===== src/rtl/bcd_stopwatch_ctrl.sv =====
// Stopwatch controller: prescaled tick, start/stop/clear/lap FSM and a
// 4-digit cascaded BCD count with a lap hold register for the display mux.
module bcd_stopwatch_ctrl #(
    parameter int TICK_DIV = 4,
    parameter bit WRAP     = 1'b1
) (
    input  logic        clk,
    input  logic        rst,
    input  logic        start,
    input  logic        stop,
    input  logic        clear,
    input  logic        lap,
    output logic [15:0] digits_out,
    output logic        running,
    output logic        lap_active,
    output logic        tick,
    output logic        ovf
);

    typedef enum logic [1:0] {IDLE, RUN, PAUSE, DONE} state_e;

    localparam logic [15:0] DivMax = 16'(TICK_DIV - 1);

    state_e      state_q, state_d;
    logic [15:0] presc_q, presc_d;
    logic [15:0] count_q, count_d;
    logic [15:0] lapVal_q, lapVal_d;
    logic        lapActive_q, lapActive_d;
    logic        tick_q, tick_d;
    logic        ovf_q, ovf_d;
    logic [15:0] countInc;
    logic        carry;
    logic        incr;
    logic        atMax;

    // A tick shown this cycle commits its increment only if the watch is not stopped or cleared now.
    assign incr  = tick_q && (state_q == RUN) && !clear && !stop;
    assign atMax = (count_q == 16'h9999);

    // Ripple the carry through the digits so no digit ever passes through 10-15.
    always_comb begin
        countInc = count_q;
        carry    = 1'b1;
        for (int i = 0; i < 4; i++) begin
            if (carry) begin
                if (count_q[4*i +: 4] == 4'd9) begin
                    countInc[4*i +: 4] = 4'd0;
                end else begin
                    countInc[4*i +: 4] = count_q[4*i +: 4] + 4'd1;
                    carry              = 1'b0;
                end
            end
        end
    end

    always_ff @(posedge clk) begin
        if (rst) state_q <= IDLE;
        else     state_q <= state_d;
    end

    always_comb begin
        state_d = state_q;
        if (clear) begin
            state_d = IDLE;
        end else begin
            case (state_q)
                IDLE:    if (start) state_d = RUN;
                RUN: begin
                    if (incr && atMax && !WRAP) state_d = DONE;
                    else if (stop)              state_d = PAUSE;
                end
                PAUSE:   if (!stop && start) state_d = RUN;
                DONE:    state_d = DONE;
                default: state_d = IDLE;
            endcase
        end
    end

    always_comb begin
        running = (state_q == RUN);
    end

    always_comb begin
        presc_d     = presc_q;
        count_d     = count_q;
        lapVal_d    = lapVal_q;
        lapActive_d = lapActive_q;
        ovf_d       = ovf_q;
        if (clear) begin
            presc_d     = 16'd0;
            count_d     = 16'd0;
            lapVal_d    = 16'd0;
            lapActive_d = 1'b0;
            ovf_d       = 1'b0;
        end else begin
            if (state_q == RUN && !stop)
                presc_d = (presc_q == DivMax) ? 16'd0 : presc_q + 16'd1;
            if (incr)
                count_d = atMax ? (WRAP ? 16'd0 : count_q) : countInc;
            if (lap && (state_q == RUN || state_q == PAUSE)) begin
                if (lapActive_q) begin
                    lapActive_d = 1'b0;
                end else begin
                    lapVal_d    = count_q;
                    lapActive_d = 1'b1;
                end
            end
            if (WRAP) ovf_d = incr && atMax;
            else      ovf_d = ovf_q || (incr && atMax);
        end
        tick_d = (state_d == RUN) && (presc_d == DivMax);
    end

    always_ff @(posedge clk) begin
        if (rst) begin
            presc_q     <= 16'd0;
            count_q     <= 16'd0;
            lapVal_q    <= 16'd0;
            lapActive_q <= 1'b0;
            tick_q      <= 1'b0;
            ovf_q       <= 1'b0;
        end else begin
            presc_q     <= presc_d;
            count_q     <= count_d;
            lapVal_q    <= lapVal_d;
            lapActive_q <= lapActive_d;
            tick_q      <= tick_d;
            ovf_q       <= ovf_d;
        end
    end

    assign digits_out = lapActive_q ? lapVal_q : count_q;
    assign lap_active = lapActive_q;
    assign tick       = tick_q;
    assign ovf        = ovf_q;

endmodule

===== config.mk =====
export PLATFORM = sky130hd
export DESIGN_NAME = bcd_stopwatch_ctrl
export DESIGN_NICKNAME = d
export VERILOG_FILES = /design/src/rtl/bcd_stopwatch_ctrl.sv
export SDC_FILE = /design/constraint.sdc
export NUM_CORES = 1
export LEC_CHECK = 0
export ABC_AREA = 1
export CAP_MARGIN = 20
export CELL_PAD_IN_SITES_DETAIL_PLACEMENT = 1
export CELL_PAD_IN_SITES_GLOBAL_PLACEMENT = 2
export CORE_UTILIZATION = 35
export DETAILED_ROUTE_END_ITERATION = 8
export PLACE_DENSITY_LB_ADDON = 0.1
export SYNTH_ARGS = -nofsm -noshare
export SYNTH_HDL_FRONTEND = slang
export SYNTH_SLANG_ARGS = --single-unit

===== constraint.sdc =====
create_clock -name clk -period 5.2 [get_ports clk]
set_input_delay 1.56 -clock clk [delete_from_list [all_inputs] [get_ports clk]]
set_output_delay 1.56 -clock clk [all_outputs]
set_load 0.05 [all_outputs]

; ---- Yosys cells after proc, flatten, opt, wreduce, memory -nomap -nowiden
; Cells that the tools add are included.
; Widths: inputs -> output; s select.
[totals]
output_inout_bits = 20
input_bits = 6
register_bits = 53
elab_cells = 68
[classes]
n_eq_ne = 11
n_mux = 23
addsub = 5
n_reduce_logical = 19
[ops]
columns = op, count
row1 = $mux 16, 5
row2 = $eq 16x2->1 const B, 2
row3 = $mux 4, 7
row4 = $add 16x1->16 const B, 1
row5 = $add 4x1->4 const B, 4
row6 = $eq 16x16->1 const B, 1
row7 = $eq 4x4->1 const B, 4
row8 = $logic_and 1x1->1, 8
row9 = $mux 2, 4
row10 = $pmux 2 s4, 1
row11 = $mux 1, 6
row12 = $reduce_and 2->1, 3
row13 = $reduce_bool 2->1, 3
row14 = $eq 2x1->1 const B, 2
row15 = $eq 2x2->1 const B, 2
row16 = $logic_not 1->1, 2
row17 = $logic_not 2->1, 1
row18 = $reduce_or 2->1, 1
row19 = $logic_or 1x1->1, 1

; ---- Longest topological paths before layout
[depth]
depth_word = 7
mapped_depth = 14
depth_no_buf = 14

; ---- Least setup slack after synthesis
; No wires, ideal clock.
[synth_timing]
path_type = reg-to-output
start = register lapActive_q (netlist: lap_active)
end = output port digits_out[5]
arrival_time_ns = 1.979
stages_incl_launch_ff = 4
required_ns = 3.640
path_buffers = 2
path_slack_ns = 1.661
cell_sequence = dfxtp_1 -> clkbuf_1 -> clkbuf_1 -> o21ai_0
[synth_via]
elab_chain_cells = 1
[synth_lines]
columns = element, line_no
row1 = from (decl), 28  ; logic lapActive_q, lapActive_d;
row2 = from (signal assigned), 126  ; lapActive_q <= lapActive_d;
row3 = $mux 16, n/a
row4 = to (decl), 13  ; output logic [15:0] digits_out,
; Every way passes these cells.

; ---- Final worst setup path
[layout_timing]
start = register lapActive_q (netlist: lap_active)
end = output port digits_out[13]
; Same word-level chain as after synthesis.

==> results.sh <==
export IMPL_synth_fp_nets=432
export IMPL_seq_area_frac_synth_pct=36.7
export IMPL_power_uw=720
export IMPL_cp_arrival_ps=2340
export IMPL_cp_end_kind="primary output"
export IMPL_place_area_mm2=0.00325
export IMPL_pwr_density_cell_mw_per_mm2=215
export IMPL_crit_chain="buf_4 -> nand2_1 -> o21ai_0 -> clkdlybuf4s50_1"
export IMPL_nFillCells=1007
export IMPL_synthTopCellsByCount="90 x nand2_1, 65 x nor2_1, 53 x dfxtp_1, 46 x inv_1, 36 x nand3_1"
export IMPL_drc=0
export IMPL_synth_area_leaders="dfxtp_1 37%, nand2_1 12%, nor2_1 8.4%"
export IMPL_critPathKind="reg -> out"
export IMPL_critical_path_required_ps=3640
export IMPL_synth_seq_cells=53
export IMPL_synthArstFlopShare_pct=0
export IMPL_fin_nets=456
export IMPL_clock_path_buffers=2
export IMPL_cts_sinks=53
export IMPL_cpPeakStageDelay_ps=840
export IMPL_hold_class="reg -> reg"
export IMPL_track_usage_pct=18.9
export IMPL_fp_dieArea_mm2=0.00862
export IMPL_drv_slew=0
export IMPL_root_buffer="clkbuf_8"
export IMPL_muxShareOfSynthArea_pct=0.390
export IMPL_die_height_um=92.9
export IMPL_start_kind="register"
export IMPL_grt_pass1_wl_um=12900
export IMPL_setup_viol=0
export IMPL_port_buffers=25
export IMPL_grt_start_max_net_pins=22
export IMPL_cts_resized=0
export IMPL_timing_slew_headroom_pct=47.3
export IMPL_tightest_slew_ps=790
export IMPL_n_antenna_cell=0
export IMPL_layout_cells_non_filler=539
export IMPL_netlist_instances=412
export IMPL_fin_area_mm2=0.00335
export IMPL_netlist_area_leader_share_pct=36.7
export IMPL_num_vias=2645
export IMPL_yosys_area_share_simple_pct=34.8
export IMPL_core_area_mm2=0.00785
export IMPL_wl_per_cell_um=14.0
export IMPL_avgViaCountPerCell=4.91
export IMPL_yosysMostFrequentCell="nand2_1"
export IMPL_area_growth_pct=16.0
export IMPL_ir_worst_vdd_mv=0.115
export IMPL_initial_core_util_pct=36.8
export IMPL_hold_viol=0
export IMPL_synth_edf_count=0
export IMPL_routed_wl_um=7540
export IMPL_synth_fa_ha_area_share_pct=6.06
export IMPL_synth_compound_area_share_pct=12.7
export IMPL_drt_initial_drc_count=50
export IMPL_cts_tree="done"
export IMPL_grt_antenna_before_repair=0
export IMPL_synthesis_area_mm2=0.00289
export IMPL_synth_top_area_cell="dfxtp_1"
export IMPL_tns_ps=0
export IMPL_yosysWarnings=0
export IMPL_io_pins=26
export IMPL_synth_top_family_by_area="simple AND/OR/NAND/NOR gates"
export IMPL_ant_nets=0
export IMPL_max_freq_mhz=256
export IMPL_dp_cells=531
export IMPL_dr_pass1_iters=4
export IMPL_rsz0062_at_grt="no"
export IMPL_syn_area_per_cell_um2=7.01
export IMPL_crit_fanout=19
export IMPL_finalCritPeriodShare_pct=75.0
export IMPL_cts_setup_buffers=0
export IMPL_skew_ps=11.6
export IMPL_ys_flop_type="dfxtp_1"
export IMPL_gp_congestion=0.798
export IMPL_critPathSlowestCell="clkdlybuf4s50_1"
export IMPL_synth_cell_type_count=33
export IMPL_clkTransAtPathRegs_ps=110
export IMPL_maxCapViolCount=0
export IMPL_place_hpwl_um=5870
export IMPL_drive_above_1_share_pct=7.32
export IMPL_grt_pass1_vias=2664
export IMPL_min_period_ps=3900
export IMPL_row_count=32
export IMPL_cts_buffers_inserted=5
export IMPL_grt_ovfl_total=0
export IMPL_p_leak_nw=1.29
export IMPL_die_x_um=92.9
export IMPL_synth_xor_area_share_pct=1.21
export IMPL_insertion_delay_ps=310
export IMPL_htree_levels=2
export IMPL_ctsHoldBuffers=0
export IMPL_status="finished, final reports clean"
==> sequential cells by signal (all words and copies together), names as in the netlist <==
register	count
count_q	16
lapVal_q	16
lap_active	1
ovf	1
presc_q	16
state_q	2
tick	1
==> cells by family after synthesis <==
logic type	count (synthesis)
adders and majority gates	14
buffers and inverters	61
xor gates and xnor gates	4
AOI/OAI and AO/OA	61
DFF	53
and+or+nand+nor	218
muxes	1
==> area by class of cell <==
class / count / area, um^2 / area share, %
clock inverters: 2 / 17.5 / 0.523
well taps: 102 / 128 / 3.81
flip-flops and latches: 53 / 1060 / 31.7
repair buffers: 28 / 273 / 8.14
clock buffers: 6 / 82.6 / 2.46
inverters: 50 / 193 / 5.75
multi-input cells: 298 / 1600 / 47.6
==> metrics by stage <==
stage               utilization, %  hold WS [ps]  worst slack, ps
floorplan                        -           434             1660
detailed placement            41.4           469             1290
CTS                           42.7           487             1230
finish                        42.7           495             1300
global placement              41.4           460             1330
global route                  42.7           519             1130
==> worst paths after layout <==
kind / startpoint / end / slack, ps / cells past startpoint
worst min-delay path: count_q[2] / count_q[2] / 500 / 1
worst max register to register: state_q[1] / tick / 3090 / 14
worst max-delay path: lap_active / digits_out[13] / 1300 / 4
worst min register to register: count_q[2] / count_q[2] / 500 / 1
==> worst max-delay path: cells and delay by family, from the launching register on <==
family | cells | cell delay, ps
buffers and inverters | 2 | 1150
AOI/OAI and AO/OA | 1 | 80
and+or+nand+nor | 1 | 70
DFF | 1 | 740
==> layer usage <==
layer  GRT usage (%)  wire length, um  part of all wire [%]
met1            22.2             3340                    44
met2            35.2             3940                    52
met3            2.71              140                   1.9
met4            5.38              119                   1.6
met5               0                0                     0
==> power by group <==
part	internal, mW	switching [mW]	total, mW
registers	0.410	0.00379	0.414
clock network	0.111	0.145	0.256
logic	0.0159	0.0343	0.0503
total	0.537	0.183	0.720
==> cells in the final DEF, fill, tap and decap left out, types with 14 or more instances in the layout <==
master           synthesis  final
a21oi_1                 16     16
clkdlybuf4s50_1          0     25
a211oi_1                16     16
dfxtp_1                 53     53
nand3_1                 36     36
nor2_1                  65     64
o21ai_0                 22     22
inv_1                   46     46
ha_1                    14     14
nand2_1                 90     90
Power figures use the tool's default switching activity.
